File: src/rtl/vscale_mem_arbiter_pkg.sv
// Shared types for the vscale memory arbiter: FSM states, fetch size code and
// the request bundle issued to the backing memory.
package vscale_mem_arb_pkg;

   localparam int ARB_XPR_LEN        = 32;
   localparam int ARB_MEM_TYPE_WIDTH = 3;

   localparam logic [ARB_MEM_TYPE_WIDTH-1:0] MEM_TYPE_WORD = 3'd2;

   typedef enum logic [2:0] {
      DONE,
      D_REQ,
      D_RESP,
      I_REQ,
      I_RESP
   } arb_state_e;

   typedef struct packed {
      logic                          wen;
      logic [ARB_MEM_TYPE_WIDTH-1:0] size;
      logic [ARB_XPR_LEN-1:0]        addr;
      logic [ARB_XPR_LEN-1:0]        wdata;
   } mem_req_t;

endpackage

File: src/rtl/vscale_mem_arbiter_if.sv
// Pipeline-side instruction/data ports plus the backing-memory request/response
// channel. The arbiter uses the slave view; the pipeline/memory side the master view.
interface vscale_mem_arbiter_if
   import vscale_mem_arb_pkg::*;
#(
   parameter int XPR_LEN        = ARB_XPR_LEN,
   parameter int MEM_TYPE_WIDTH = ARB_MEM_TYPE_WIDTH
);
   logic [XPR_LEN-1:0]        imem_addr;
   logic [XPR_LEN-1:0]        imem_rdata;
   logic                      imem_wait;
   logic                      imem_badmem_e;
   logic                      dmem_en;
   logic                      dmem_wen;
   logic [MEM_TYPE_WIDTH-1:0] dmem_size;
   logic [XPR_LEN-1:0]        dmem_addr;
   logic [XPR_LEN-1:0]        dmem_wdata_delayed;
   logic [XPR_LEN-1:0]        dmem_rdata;
   logic                      dmem_wait;
   logic                      dmem_badmem_e;
   logic                      mem_req_valid;
   logic                      mem_req_ready;
   logic                      mem_req_wen;
   logic [MEM_TYPE_WIDTH-1:0] mem_req_size;
   logic [XPR_LEN-1:0]        mem_req_addr;
   logic [XPR_LEN-1:0]        mem_req_wdata;
   logic                      mem_resp_valid;
   logic [XPR_LEN-1:0]        mem_resp_rdata;
   logic                      mem_resp_badmem;

   modport slave (
      input  imem_addr, dmem_en, dmem_wen, dmem_size, dmem_addr, dmem_wdata_delayed,
      input  mem_req_ready, mem_resp_valid, mem_resp_rdata, mem_resp_badmem,
      output imem_rdata, imem_wait, imem_badmem_e,
      output dmem_rdata, dmem_wait, dmem_badmem_e,
      output mem_req_valid, mem_req_wen, mem_req_size, mem_req_addr, mem_req_wdata
   );

   modport master (
      output imem_addr, dmem_en, dmem_wen, dmem_size, dmem_addr, dmem_wdata_delayed,
      output mem_req_ready, mem_resp_valid, mem_resp_rdata, mem_resp_badmem,
      input  imem_rdata, imem_wait, imem_badmem_e,
      input  dmem_rdata, dmem_wait, dmem_badmem_e,
      input  mem_req_valid, mem_req_wen, mem_req_size, mem_req_addr, mem_req_wdata
   );

endinterface

File: src/rtl/vscale_mem_arbiter.sv
// Serialises the pipeline's fetch and data transactions onto one single-outstanding
// memory port; both pipeline ports stall until every transaction of the group is done.
module vscale_mem_arbiter
   import vscale_mem_arb_pkg::*;
#(
   parameter int XPR_LEN        = ARB_XPR_LEN,
   parameter int MEM_TYPE_WIDTH = ARB_MEM_TYPE_WIDTH,
   parameter bit DMEM_FIRST     = 1'b1
) (
   input logic                 clk,
   input logic                 reset,
   vscale_mem_arbiter_if.slave bus
);

   arb_state_e state, state_nxt;
   logic       pend_i, pend_d, pend_i_nxt, pend_d_nxt;
   logic       cap_i, cap_d;
   logic       vld_p1;

   logic [XPR_LEN-1:0]        i_addr_p1;
   logic                      d_wen_p1;
   logic [MEM_TYPE_WIDTH-1:0] d_size_p1;
   logic [XPR_LEN-1:0]        d_addr_p1;
   logic [XPR_LEN-1:0]        d_wdata_p2;
   logic [XPR_LEN-1:0]        d_wdata;

   logic [XPR_LEN-1:0] imem_rdata_q, dmem_rdata_q;
   logic               imem_badmem_q, dmem_badmem_q;

   mem_req_t i_req, d_req, req;

   function automatic mem_req_t sel_req(input logic use_d, input mem_req_t ireq,
                                        input mem_req_t dreq);
      return use_d ? dreq : ireq;
   endfunction

   // control: state, pending flags, address-phase marker
   always_ff @(posedge clk) begin
      if (reset) begin
         state  <= DONE;
         pend_i <= 1'b0;
         pend_d <= 1'b0;
         vld_p1 <= 1'b0;
      end else begin
         state  <= state_nxt;
         pend_i <= pend_i_nxt;
         pend_d <= pend_d_nxt;
         vld_p1 <= (state == DONE);
      end
   end

   always_comb begin
      state_nxt         = state;
      pend_i_nxt        = pend_i;
      pend_d_nxt        = pend_d;
      cap_i             = 1'b0;
      cap_d             = 1'b0;
      bus.mem_req_valid = 1'b0;
      case (state)
         DONE: begin
            pend_i_nxt = 1'b1;
            pend_d_nxt = bus.dmem_en;
            state_nxt  = (bus.dmem_en && DMEM_FIRST) ? D_REQ : I_REQ;
         end
         D_REQ: begin
            bus.mem_req_valid = 1'b1;
            if (bus.mem_req_ready) state_nxt = D_RESP;
         end
         D_RESP: begin
            if (bus.mem_resp_valid) begin
               cap_d      = 1'b1;
               pend_d_nxt = 1'b0;
               state_nxt  = pend_i ? I_REQ : DONE;
            end
         end
         I_REQ: begin
            bus.mem_req_valid = 1'b1;
            if (bus.mem_req_ready) state_nxt = I_RESP;
         end
         I_RESP: begin
            if (bus.mem_resp_valid) begin
               cap_i      = 1'b1;
               pend_i_nxt = 1'b0;
               state_nxt  = pend_d ? D_REQ : DONE;
            end
         end
         default: state_nxt = DONE;
      endcase
   end

   // p1: address phase capture; p2: store data held from the following cycle
   always_ff @(posedge clk) begin
      if (state == DONE) begin
         i_addr_p1 <= bus.imem_addr;
         d_wen_p1  <= bus.dmem_wen;
         d_size_p1 <= bus.dmem_size;
         d_addr_p1 <= bus.dmem_addr;
      end
      if (vld_p1) d_wdata_p2 <= d_wdata;
   end

   // Store data is live on the bus only in the cycle after the address phase.
   assign d_wdata = vld_p1 ? (d_wen_p1 ? bus.dmem_wdata_delayed : '0) : d_wdata_p2;

   assign i_req = '{wen: 1'b0, size: MEM_TYPE_WORD, addr: i_addr_p1, wdata: '0};
   assign d_req = '{wen: d_wen_p1, size: d_size_p1, addr: d_addr_p1, wdata: d_wdata};
   assign req   = sel_req(state == D_REQ, i_req, d_req);

   assign bus.mem_req_wen   = req.wen;
   assign bus.mem_req_size  = req.size;
   assign bus.mem_req_addr  = req.addr;
   assign bus.mem_req_wdata = req.wdata;

   // response capture into the per-port result registers
   always_ff @(posedge clk) begin
      if (reset) begin
         imem_rdata_q  <= '0;
         imem_badmem_q <= 1'b0;
         dmem_rdata_q  <= '0;
         dmem_badmem_q <= 1'b0;
      end else begin
         if (cap_i) begin
            imem_rdata_q  <= bus.mem_resp_rdata;
            imem_badmem_q <= bus.mem_resp_badmem;
         end
         if (cap_d) begin
            dmem_rdata_q  <= d_wen_p1 ? '0 : bus.mem_resp_rdata;
            dmem_badmem_q <= bus.mem_resp_badmem;
         end
      end
   end

   assign bus.imem_wait     = (state != DONE);
   assign bus.dmem_wait     = (state != DONE);
   assign bus.imem_rdata    = imem_rdata_q;
   assign bus.imem_badmem_e = imem_badmem_q;
   assign bus.dmem_rdata    = dmem_rdata_q;
   assign bus.dmem_badmem_e = dmem_badmem_q;

endmodule

File: src/flat_wrapper.sv
// flat-port wrapper written by rule: the top's interface ports become plain ports
module vscale_mem_arbiter_flat import vscale_mem_arb_pkg::*;
#(
   parameter int XPR_LEN        = ARB_XPR_LEN,
   parameter int MEM_TYPE_WIDTH = ARB_MEM_TYPE_WIDTH,
   parameter bit DMEM_FIRST     = 1'b1
)
  (clk, reset, bus_imem_addr, bus_dmem_en, bus_dmem_wen, bus_dmem_size, bus_dmem_addr, bus_dmem_wdata_delayed, bus_mem_req_ready, bus_mem_resp_valid, bus_mem_resp_rdata, bus_mem_resp_badmem, bus_imem_rdata, bus_imem_wait, bus_imem_badmem_e, bus_dmem_rdata, bus_dmem_wait, bus_dmem_badmem_e, bus_mem_req_valid, bus_mem_req_wen, bus_mem_req_size, bus_mem_req_addr, bus_mem_req_wdata);
  vscale_mem_arbiter_if #(.XPR_LEN(XPR_LEN), .MEM_TYPE_WIDTH(MEM_TYPE_WIDTH)) bus_i ();
  input logic clk;
  input logic reset;
  input wire logic [$bits(bus_i.imem_addr)-1:0] bus_imem_addr;
  input wire logic [$bits(bus_i.dmem_en)-1:0] bus_dmem_en;
  input wire logic [$bits(bus_i.dmem_wen)-1:0] bus_dmem_wen;
  input wire logic [$bits(bus_i.dmem_size)-1:0] bus_dmem_size;
  input wire logic [$bits(bus_i.dmem_addr)-1:0] bus_dmem_addr;
  input wire logic [$bits(bus_i.dmem_wdata_delayed)-1:0] bus_dmem_wdata_delayed;
  input wire logic [$bits(bus_i.mem_req_ready)-1:0] bus_mem_req_ready;
  input wire logic [$bits(bus_i.mem_resp_valid)-1:0] bus_mem_resp_valid;
  input wire logic [$bits(bus_i.mem_resp_rdata)-1:0] bus_mem_resp_rdata;
  input wire logic [$bits(bus_i.mem_resp_badmem)-1:0] bus_mem_resp_badmem;
  output wire logic [$bits(bus_i.imem_rdata)-1:0] bus_imem_rdata;
  output wire logic [$bits(bus_i.imem_wait)-1:0] bus_imem_wait;
  output wire logic [$bits(bus_i.imem_badmem_e)-1:0] bus_imem_badmem_e;
  output wire logic [$bits(bus_i.dmem_rdata)-1:0] bus_dmem_rdata;
  output wire logic [$bits(bus_i.dmem_wait)-1:0] bus_dmem_wait;
  output wire logic [$bits(bus_i.dmem_badmem_e)-1:0] bus_dmem_badmem_e;
  output wire logic [$bits(bus_i.mem_req_valid)-1:0] bus_mem_req_valid;
  output wire logic [$bits(bus_i.mem_req_wen)-1:0] bus_mem_req_wen;
  output wire logic [$bits(bus_i.mem_req_size)-1:0] bus_mem_req_size;
  output wire logic [$bits(bus_i.mem_req_addr)-1:0] bus_mem_req_addr;
  output wire logic [$bits(bus_i.mem_req_wdata)-1:0] bus_mem_req_wdata;
  assign bus_i.imem_addr = bus_imem_addr;
  assign bus_i.dmem_en = bus_dmem_en;
  assign bus_i.dmem_wen = bus_dmem_wen;
  assign bus_i.dmem_size = bus_dmem_size;
  assign bus_i.dmem_addr = bus_dmem_addr;
  assign bus_i.dmem_wdata_delayed = bus_dmem_wdata_delayed;
  assign bus_i.mem_req_ready = bus_mem_req_ready;
  assign bus_i.mem_resp_valid = bus_mem_resp_valid;
  assign bus_i.mem_resp_rdata = bus_mem_resp_rdata;
  assign bus_i.mem_resp_badmem = bus_mem_resp_badmem;
  assign bus_imem_rdata = bus_i.imem_rdata;
  assign bus_imem_wait = bus_i.imem_wait;
  assign bus_imem_badmem_e = bus_i.imem_badmem_e;
  assign bus_dmem_rdata = bus_i.dmem_rdata;
  assign bus_dmem_wait = bus_i.dmem_wait;
  assign bus_dmem_badmem_e = bus_i.dmem_badmem_e;
  assign bus_mem_req_valid = bus_i.mem_req_valid;
  assign bus_mem_req_wen = bus_i.mem_req_wen;
  assign bus_mem_req_size = bus_i.mem_req_size;
  assign bus_mem_req_addr = bus_i.mem_req_addr;
  assign bus_mem_req_wdata = bus_i.mem_req_wdata;
  vscale_mem_arbiter #(.XPR_LEN(XPR_LEN), .MEM_TYPE_WIDTH(MEM_TYPE_WIDTH), .DMEM_FIRST(DMEM_FIRST)) u_core (.clk(clk), .reset(reset), .bus(bus_i));
endmodule
File: config.mk
export PLATFORM = sky130hd
export DESIGN_NAME = vscale_mem_arbiter_flat
export DESIGN_NICKNAME = d
export VERILOG_FILES = /design/src/rtl/vscale_mem_arbiter_pkg.sv /design/src/rtl/vscale_mem_arbiter_if.sv /design/src/rtl/vscale_mem_arbiter.sv /design/src/flat_wrapper.sv
export SDC_FILE = /design/constraint.sdc
export NUM_CORES = 1
export LEC_CHECK = 0
export ABC_AREA = 1
export ABC_CLOCK_PERIOD_IN_PS = 6400
export CAP_MARGIN = 20
export CORE_MARGIN = 10
export CORE_UTILIZATION = 45
export DETAILED_ROUTE_END_ITERATION = 8
export GPL_TIMING_DRIVEN = 0
export PLACE_DENSITY = 0.86
export SYNTH_ARGS = -nofsm -noshare
export SYNTH_HDL_FRONTEND = slang
export SYNTH_SLANG_ARGS = --single-unit
File: constraint.sdc
create_clock -name clk -period 6.4 [get_ports clk]
set_input_delay 1.92 -clock clk [delete_from_list [all_inputs] [get_ports clk]]
set_output_delay 1.92 -clock clk [all_outputs]
set_load 0.02 [all_outputs]
# ---- Word level (Yosys, flattened, before mapping)
# Cells that the tools add are included.
dict set report totals {
  ff_bits 172
  output_inout_bits 137
  word_cells 48
  input_bits 138
}
dict set report op_classes {
  eq_ne 8
  reduce_logical 8
  n_mux 19
}
# operator count
set op_table {}
lappend op_table {{$mux 32} 3}
lappend op_table {{$mux 68} 1}
lappend op_table {{$pmux 3 s5} 1}
lappend op_table {{$mux 3} 4}
lappend op_table {{$ne 2x2->1 const B} 4}
lappend op_table {{$eq 3x2->1 const B} 2}
lappend op_table {{$mux 1} 6}
lappend op_table {{$mux 2} 2}
lappend op_table {{$pmux 1 s2} 2}
lappend op_table {{$reduce_and 2->1} 2}
lappend op_table {{$reduce_and 4->1} 1}
lappend op_table {{$reduce_bool 2->1} 2}
lappend op_table {{$eq 3x1->1 const B} 1}
lappend op_table {{$eq 3x3->1 const B} 1}
lappend op_table {{$logic_not 3->1} 1}
lappend op_table {{$reduce_bool 3->1} 1}
lappend op_table {{$reduce_or 2->1} 1}

# ---- Depth between registers and ports, before layout
# Gate-level depths: netlist (run 1).
dict set report logic_depth {
  ltp_word 3
  ltp_mapped 8
  depth_no_buf 8
}

# ---- Worst setup path before layout (run 1)
# No wires, ideal clock.
dict set report synth_timing {
  path_type {input -> output}
  startpoint {in bus_dmem_wdata_delayed[30]}
  endpoint {out bus_mem_req_wdata[30]}
  path_slack_ns 2.071
  cell_stages 4
  path_buffers 0
  required_ns 4.480
  arrival_time_ns 2.409
  path_cell_list {inv_1 o22ai_1 inv_1 nor2_1}
}
dict set report synth_between {
  elab_chain_cells 3
}
# element line_no
set synth_rtl {}
lappend synth_rtl {{from (decl)} flat_wrapper.sv:17} ;# input wire logic [$bits(bus_i.dmem_wdata_delayed)-1:0] bus_dmem_wdata_delayed;
lappend synth_rtl {{$mux 32 (2 in a row)} vscale_mem_arbiter.sv:103} ;# assign d_wdata = vld_p1 ? (d_wen_p1 ? bus.dmem_wdata_delayed : '0) : d_wdata_p2;
lappend synth_rtl {{net u_core.d_wdata[30]} vscale_mem_arbiter.sv:25} ;# logic [XPR_LEN-1:0] d_wdata;
lappend synth_rtl {{$mux 68} vscale_mem_arbiter.sv:34} ;# return use_d ? dreq : ireq;
lappend synth_rtl {{to (decl)} flat_wrapper.sv:32} ;# output wire logic [$bits(bus_i.mem_req_wdata)-1:0] bus_mem_req_wdata;
# The timed path passes the listed nets, and every way through them passes these cells.

# ---- Final worst setup path (run 1)
# Ends and elaborated chain as after synthesis.

==> results of run 1 <==
-- sequential cells by signal, indices dropped and copies added, names as in the netlist, 3 cells and up --
register               flops
u_core.d_size_p1           3
u_core.state               3
u_core.bus.dmem_rdata     32
u_core.i_addr_p1          32
u_core.bus.imem_rdata     32
u_core.d_wdata_p2         32
u_core.d_addr_p1          32
-- kinds of logic (layout without fill, tap and decap cells) --
group,after synthesis,after routing,share of synthesized area
AOI/OAI and AO/OA,138,138,0.1021
buffers and inverters,180,487,0.1184
DFF,172,172,0.6211
muxes,32,32,0.06609
and+or+nand+nor,127,127,0.09232
-- per-layer routing --
layer	vias up	global-route usage	wire, microns
met3	24	0.1014	2416
met1	2600	0.2154	8185
li1	2730	-	-
met5	-	0	0
met4	0	0.05906	346
met2	216	0.3362	10690
-- critical path, cell delays in order --
cell	delay (ns)
sky130_fd_sc_hd__clkdlybuf4s50_1	0.46
sky130_fd_sc_hd__inv_1	0.05
sky130_fd_sc_hd__o22ai_1	0.20
sky130_fd_sc_hd__inv_1	0.06
sky130_fd_sc_hd__nor2_1	0.09
sky130_fd_sc_hd__clkdlybuf4s50_1	0.63
-- layout by cell type (no fill, tap or decap), drive strengths merged --
cell type	count
clkinvlp	2
edfxtp	100
nor2	41
clkbuf	34
clkinv	3
inv	148
o21ai	35
mux2	32
nand3	7
a21oi	71
nand3b	33
dfxtp	72
nand2	45
o22ai	32
or2	1
buf	26
clkdlybuf4s50	274
-- worst max-delay path by stage --
stage / startpoint / end / slack [ns] / cells past startpoint
2_1_floorplan: bus_dmem_wdata_delayed[30] / bus_mem_req_wdata[30] / 2.07 / 4
3_3_place_gp: bus_dmem_wdata_delayed[7] / bus_mem_req_wdata[7] / 1.10 / 6
3_5_place_dp: bus_dmem_wdata_delayed[30] / bus_mem_req_wdata[30] / 1.07 / 6
4_1_cts: bus_dmem_wdata_delayed[30] / bus_mem_req_wdata[30] / 1.07 / 6
5_1_grt: bus_dmem_wdata_delayed[26] / bus_mem_req_wdata[26] / 0.97 / 6
6_report: bus_dmem_wdata_delayed[30] / bus_mem_req_wdata[30] / 1.07 / 6
-- cell type report --
cell class / instances / area [sq um] / share of cell area
Buffer: 39 / 312.8 / 0.02917
Clock buffer: 20 / 446.7 / 0.04165
Inverter: 141 / 534.3 / 0.04982
Timing Repair Buffer: 275 / 2763 / 0.2576
Tap cell: 216 / 270.3 / 0.02520
Clock inverter: 12 / 87.58 / 0.008167
Sequential cell: 172 / 4446 / 0.4145
Multi-Input combinational cell: 297 / 1864 / 0.1738
-- metrics by stage --
stage	worst slack [ns]	hold WS [ns]	power [W]	utilization	instances
6_report	1.069	0.4440	0.004754	0.6825	1172
4_1_cts	1.070	0.4451	0.004800	0.6825	1172
3_3_place_gp	1.102	0.4299	0.003777	0.6472	1139
3_5_place_dp	1.067	0.4353	0.003842	0.6485	1140
5_1_grt	0.9687	0.4611	0.004988	0.6825	1172
2_1_floorplan	2.071	0.4314	0.002969	-	649
-- power by group through the flow --
stage	Clock, W	Sequential, W	Combinational (W)
floorplan	0	0.00177	0.00119
global placement	0	0.00177	0.00200
detailed placement	0	0.00177	0.00207
CTS	0.000970	0.00175	0.00208
global route	0.00101	0.00178	0.00219
finish	0.000952	0.00175	0.00205
==> metrics.txt, run 1 <==
# TYPE chip_impl_metric gauge
chip_impl_metric{name="worst_skew_pair.late_latency",unit="ns"} 0.43
chip_impl_metric{name="floorplan.rows",unit=""} 46
chip_impl_info{name="reg2reg_end",value="u_core.d_wdata_p2[12]$_DFFE_PP_"} 1
chip_impl_metric{name="postSynth.asyncResetShare",unit=""} 0
chip_impl_metric{name="hpwl_after_detailed_placement",unit="mm"} 16.61
chip_impl_metric{name="yosys.area.top_type_share",unit=""} 0.4197
chip_impl_metric{name="leakagePower",unit="nW"} 4.181
chip_impl_info{name="most_frequently_used_cell_type_in_the_post_synthesis_netlist",value="sky130_fd_sc_hd__inv_1"} 1
chip_impl_metric{name="fin_setup_tns",unit="ns"} 0
chip_impl_metric{name="cts_buffers",unit=""} 17
chip_impl_info{name="worst_hold_path_type",value="flip-flop to flip-flop"} 1
chip_impl_metric{name="whs_path_depth",unit=""} 2
chip_impl_metric{name="synth.cell_area",unit="sq um"} 7156
chip_impl_metric{name="initial_core_util",unit=""} 0.4554
chip_impl_info{name="netlist_top_cells_area",value="sky130_fd_sc_hd__edfxtp_1 42%, sky130_fd_sc_hd__dfxtp_1 20%, sky130_fd_sc_hd__inv_1 7.2%"} 1
chip_impl_metric{name="grt_start_max_net_pins",unit=""} 47
chip_impl_metric{name="overflow",unit=""} 0
chip_impl_info{name="cts_tree",value="done"} 1
chip_impl_metric{name="antenna-diode-count",unit=""} 0
chip_impl_info{name="main_flop_type_after_synthesis",value="sky130_fd_sc_hd__edfxtp_1"} 1
chip_impl_metric{name="place_area",unit="sq um"} 10190
chip_impl_metric{name="drt-vias-per-instance",unit=""} 4.753
chip_impl_metric{name="synthesis.nets",unit=""} 787
chip_impl_info{name="run_status",value="finished clean"} 1
chip_impl_info{name="critical_path.endpoint_type",value="output pin"} 1
chip_impl_info{name="hold-path-endpoint",value="u_core.bus.imem_rdata[3]$_SDFFE_PP0P_"} 1
chip_impl_metric{name="area_growth_syn_to_layout",unit="%"} 49.87
chip_impl_metric{name="final-max-slew-violation-count",unit=""} 0
chip_impl_metric{name="final_antenna_net_count",unit=""} 0
chip_impl_info{name="startpoint_type",value="input pin"} 1
chip_impl_metric{name="initial_antenna_violation_count",unit=""} 0
chip_impl_metric{name="detail_route.iter0.violations",unit=""} 313
chip_impl_info{name="setup_repair_after_global_routing_missed_its_margin",value="no"} 1
chip_impl_metric{name="ios",unit=""} 275
chip_impl_metric{name="num-fill-cells",unit=""} 1156
chip_impl_metric{name="port_buffers",unit=""} 274
chip_impl_info{name="timing.hold.worst.start",value="u_core.bus.imem_rdata[3]$_SDFFE_PP0P_"} 1
chip_impl_metric{name="critical_path.max_fanout",unit=""} 2
chip_impl_metric{name="max-cap-violations",unit=""} 0
chip_impl_metric{name="share_comb_of_total_power",unit=""} 0.432
chip_impl_metric{name="setup_violations",unit=""} 0
chip_impl_metric{name="synth_seq_cells",unit=""} 172
chip_impl_metric{name="final_area",unit="sq um"} 10720
chip_impl_metric{name="die_x",unit="microns"} 146.1
chip_impl_metric{name="crit_required",unit="ns"} 4.48
chip_impl_metric{name="yosysWarningCount",unit=""} 0
chip_impl_metric{name="reg2reg_setup_slack",unit="ns"} 4.37
chip_impl_metric{name="power_frac_clock",unit=""} 0.200
chip_impl_metric{name="max-vdd-ir-drop",unit="V"} 0.0002320
chip_impl_metric{name="cts-root-to-sink-buffers",unit=""} 2
chip_impl_metric{name="r2r_cells",unit=""} 3
chip_impl_metric{name="seqPwrFrac",unit=""} 0.368
chip_impl_metric{name="min_period",unit="ns"} 5.331
chip_impl_metric{name="drive_above_1_share",unit=""} 0.1056
chip_impl_metric{name="slew_at_the_pin_closest_to_its_max_slew_limit",unit="ns"} 0.8009
chip_impl_metric{name="post_route_drc",unit=""} 0
chip_impl_info{name="regToRegStartpoint",value="u_core.vld_p1$_SDFF_PP0_"} 1
chip_impl_metric{name="syn-mean-instance-area",unit="sq um"} 11.03
chip_impl_info{name="synth_largest_area_cell",value="sky130_fd_sc_hd__edfxtp_1"} 1
chip_impl_metric{name="synthesis.instances",unit=""} 649
chip_impl_metric{name="switching_fraction",unit=""} 0.3513
chip_impl_metric{name="combined_global_route_utilization_of_all_metal_layers",unit=""} 0.1994
chip_impl_metric{name="post_synth_edffs",unit=""} 100
chip_impl_metric{name="timing.final.crit_share",unit=""} 0.8329
chip_impl_metric{name="wire_length_reported_by_the_detailed_router",unit="mm"} 21.63
chip_impl_metric{name="worst_setup_hold_path_clk_slew",unit="ns"} 0.06
chip_impl_info{name="worstSetupPathType",value="input pin to output pin"} 1
chip_impl_metric{name="sequential_element_share_of_the_synthesized_area",unit=""} 0.6211
chip_impl_metric{name="maxSlewHeadroom",unit=""} 0.4661
chip_impl_info{name="synth.top_cells.by_count",value="138 x sky130_fd_sc_hd__inv_1, 100 x sky130_fd_sc_hd__edfxtp_1, 72 x sky130_fd_sc_hd__dfxtp_1"} 1
chip_impl_metric{name="core-area",unit="sq um"} 15710
chip_impl_metric{name="finalClockSkew",unit="ns"} 0.01264
chip_impl_metric{name="p_per_area",unit="nW/um^2"} 443.3
chip_impl_info{name="cell_chosen_for_the_clock_root",value="sky130_fd_sc_hd__clkbuf_16"} 1
chip_impl_metric{name="nNetsFinal",unit=""} 1081
chip_impl_metric{name="clock.fmax",unit="MHz"} 187.6
chip_impl_metric{name="holdBufCountCts",unit=""} 0
chip_impl_metric{name="post_drt_wl_per_cell",unit="microns"} 18.46
chip_impl_metric{name="postCtsResizedCells",unit=""} 0
chip_impl_metric{name="cts.sink_count",unit=""} 172
chip_impl_metric{name="grt_pass1_wl",unit="mm"} 33.20
chip_impl_metric{name="dieArea",unit="sq um"} 21350
chip_impl_metric{name="total_switching_power",unit="W"} 0.001670
chip_impl_metric{name="grt_pass1_vias",unit=""} 5743
chip_impl_metric{name="via_count",unit=""} 5570
chip_impl_metric{name="critPathArrivalTime",unit="ns"} 3.41
chip_impl_metric{name="die_h",unit="microns"} 146.1
chip_impl_metric{name="place.gp.congestion",unit=""} 0.7897
chip_impl_metric{name="yosysUniqueCellTypes",unit=""} 28
chip_impl_metric{name="htreeDepth",unit=""} 4
chip_impl_metric{name="cell_internal_pwr",unit="W"} 0.003084
chip_impl_metric{name="drt_first_pass_iters",unit=""} 5
chip_impl_metric{name="hold_viol",unit=""} 0
chip_impl_metric{name="post-cts-setup-buffer-count",unit=""} 0
Power figures use the tool's default switching activity.
==> inputs of run 2 (changes only) <==
- ABC_CLOCK_PERIOD_IN_PS: 6400 -> 4400
- CORE_UTILIZATION: 45 -> 40
- PLACE_DENSITY: 0.86 -> 0.81
- clock period: 6.4 -> 4.4 ns (I/O delays scaled with it)
==> metrics.txt, run 2 (synthesis results as in run 1) <==
# TYPE chip_impl_metric gauge
chip_impl_metric{name="total_switching_power",unit="W"} 0.002447
chip_impl_metric{name="switching_fraction",unit=""} 0.3500
chip_impl_metric{name="drt_first_pass_iters",unit=""} 4
chip_impl_metric{name="final_antenna_net_count",unit=""} 0
chip_impl_metric{name="ios",unit=""} 275
chip_impl_metric{name="cts.sink_count",unit=""} 172
chip_impl_metric{name="grt_pass1_wl",unit="mm"} 32.58
chip_impl_metric{name="post_drt_wl_per_cell",unit="microns"} 18.28
chip_impl_metric{name="cts-root-to-sink-buffers",unit=""} 2
chip_impl_metric{name="hpwl_after_detailed_placement",unit="mm"} 16.73
chip_impl_metric{name="combined_global_route_utilization_of_all_metal_layers",unit=""} 0.1762
chip_impl_metric{name="critical_path.max_fanout",unit=""} 2
chip_impl_metric{name="min_period",unit="ns"} 4.135
chip_impl_metric{name="final-seq-area",unit="sq um"} 4448
chip_impl_metric{name="total_power",unit="W"} 0.006992
chip_impl_metric{name="post-route-util",unit=""} 0.6195
chip_impl_metric{name="via_count",unit=""} 5482
chip_impl_metric{name="drive_above_1_share",unit=""} 0.1088
chip_impl_metric{name="die_x",unit="microns"} 153.8
chip_impl_metric{name="holdBufCountCts",unit=""} 0
chip_impl_info{name="cell_chosen_for_the_clock_root",value="sky130_fd_sc_hd__clkbuf_16"} 1
chip_impl_metric{name="overflow",unit=""} 0
chip_impl_metric{name="share_comb_of_total_power",unit=""} 0.424
chip_impl_metric{name="area_growth_syn_to_layout",unit="%"} 50.78
chip_impl_metric{name="max-cap-violations",unit=""} 0
chip_impl_metric{name="smallest_hold_slack",unit="ns"} 0.4437
chip_impl_metric{name="seqPwrFrac",unit=""} 0.364
chip_impl_metric{name="wire_length_reported_by_the_detailed_router",unit="mm"} 21.61
chip_impl_info{name="final_common_cell",value="sky130_fd_sc_hd__clkdlybuf4s50_1"} 1
chip_impl_metric{name="finalClockSkew",unit="ns"} 0.01062
chip_impl_metric{name="final-max-slew-violation-count",unit=""} 0
chip_impl_metric{name="core-area",unit="sq um"} 17420
chip_impl_metric{name="detail_route.iter0.violations",unit=""} 274
chip_impl_metric{name="grt_pass1_vias",unit=""} 5565
chip_impl_metric{name="place.gp.congestion",unit=""} 0.8332
chip_impl_metric{name="port_buffers",unit=""} 274
chip_impl_metric{name="htreeDepth",unit=""} 4
chip_impl_metric{name="p_per_area",unit="nW/um^2"} 648.1
chip_impl_metric{name="initial_antenna_violation_count",unit=""} 1
chip_impl_metric{name="maxSlewHeadroom",unit=""} 0.4538
chip_impl_info{name="worstSetupPathType",value="input pin to output pin"} 1
chip_impl_info{name="setup_repair_after_global_routing_missed_its_margin",value="no"} 1
chip_impl_metric{name="power_frac_clock",unit=""} 0.212
chip_impl_metric{name="setup_violations",unit=""} 0
chip_impl_metric{name="worst_setup_hold_path_clk_slew",unit="ns"} 0.07
chip_impl_metric{name="area_of_the_multi_input_gates",unit="sq um"} 1864
chip_impl_metric{name="clock.fmax",unit="MHz"} 241.8
chip_impl_metric{name="timing.final.crit_share",unit=""} 0.9398
chip_impl_metric{name="num-fill-cells",unit=""} 1413
chip_impl_metric{name="max-vdd-ir-drop",unit="V"} 0.0004082
chip_impl_info{name="critical_path.endpoint_type",value="output pin"} 1
chip_impl_metric{name="die_h",unit="microns"} 153.8
chip_impl_metric{name="leakagePower",unit="nW"} 4.192
chip_impl_metric{name="drt-vias-per-instance",unit=""} 4.638
chip_impl_metric{name="cell_internal_pwr",unit="W"} 0.004545
chip_impl_info{name="worst_hold_path_type",value="flip-flop to flip-flop"} 1
chip_impl_info{name="run_status",value="finished clean"} 1
chip_impl_metric{name="hold_viol",unit=""} 0
chip_impl_metric{name="cts_buffers",unit=""} 17
chip_impl_metric{name="nNetsFinal",unit=""} 1081
chip_impl_metric{name="post_route_drc",unit=""} 0
chip_impl_info{name="cts_tree",value="done"} 1
chip_impl_metric{name="initial_core_util",unit=""} 0.4108
chip_impl_info{name="mostFrequentLayoutCells",value="274 x sky130_fd_sc_hd__clkdlybuf4s50_1, 137 x sky130_fd_sc_hd__inv_1, 100 x sky130_fd_sc_hd__edfxtp_1, 71 x sky130_fd_sc_hd__a21oi_1, 71 x sky130_fd_sc_hd__dfxtp_1"} 1
chip_impl_metric{name="floorplan.rows",unit=""} 48
chip_impl_metric{name="worst_skew_pair.late_latency",unit="ns"} 0.42
chip_impl_metric{name="fin_setup_tns",unit="ns"} 0
chip_impl_metric{name="crit_required",unit="ns"} 3.08
chip_impl_metric{name="slew_at_the_pin_closest_to_its_max_slew_limit",unit="ns"} 0.8181
chip_impl_metric{name="critPathArrivalTime",unit="ns"} 2.82
chip_impl_metric{name="grt_start_max_net_pins",unit=""} 37
chip_impl_metric{name="dieArea",unit="sq um"} 23640
chip_impl_info{name="startpoint_type",value="input pin"} 1
run 2: worst max-delay path: stages:
cell and delay, ns:
sky130_fd_sc_hd__clkdlybuf4s50_1 0.47, sky130_fd_sc_hd__inv_1 0.05, sky130_fd_sc_hd__o22ai_1 0.18, sky130_fd_sc_hd__inv_1 0.08, sky130_fd_sc_hd__nor2_1 0.10, sky130_fd_sc_hd__clkdlybuf4s50_1 0.61
run 2: worst paths after layout:
check,from,slack [ns],endpoint,cells past startpoint
worst max register to register,u_core.state[1]$_SDFFE_PP0P_,2.35,u_core.i_addr_p1[21]$_DFFE_PP_,4
worst max-delay path,bus_dmem_wdata_delayed[7],0.26,bus_mem_req_wdata[7],6
worst min-delay path,u_core.bus.imem_rdata[7]$_SDFFE_PP0P_,0.44,u_core.bus.imem_rdata[7]$_SDFFE_PP0P_,2
worst min register to register,u_core.bus.imem_rdata[7]$_SDFFE_PP0P_,0.44,u_core.bus.imem_rdata[7]$_SDFFE_PP0P_,2
run 2: metal layers:
metal	part of all wire	vias to the layer above	GRT usage	wire, microns
met5	0	-	0	0
met4	0.011	0	0.04903	238
met3	0.11	19	0.08870	2435
met2	0.50	213	0.3000	10730
met1	0.38	2521	0.1888	8207
li1	-	2729	-	-
run 2: repair_timing:
item                                    CTS  global route
hold endpoints to repair                  0             0
endpoints found under the setup margin    0            27
resized for setup                         0             1
setup buffers                             0             0
run 2: final cells by class:
type / count / area share
inverters: 141 / 0.04952
multi-input cells: 297 / 0.1728
plain buffers: 39 / 0.02899
diodes: 1 / 0.0002319
flip-flops and latches: 172 / 0.4123
well taps: 225 / 0.02609
clock inverters: 15 / 0.01461
repair buffers: 275 / 0.2561
clock buffers: 17 / 0.03943
run 2: per-stage QoR:
step / instance area (sq um) / setup WS [ns] / cells
2_1_floorplan: 7156 / 1.070 / 649
3_3_place_gp: 10180 / 0.1130 / 1148
3_5_place_dp: 10200 / 0.2492 / 1149
4_1_cts: 10780 / 0.07319 / 1181
5_1_grt: 10790 / 0.1165 / 1182
6_report: 10790 / 0.2649 / 1182
run 2: power by group through the flow:
stage | clock (W) | sequential, W | combinational, W
2_1_floorplan | 0 | 0.00258 | 0.00174
3_3_place_gp | 0 | 0.00258 | 0.00292
3_5_place_dp | 0 | 0.00259 | 0.00300
4_1_cts | 0.00152 | 0.00255 | 0.00301
5_1_grt | 0.00159 | 0.00260 | 0.00318
6_report | 0.00148 | 0.00254 | 0.00297
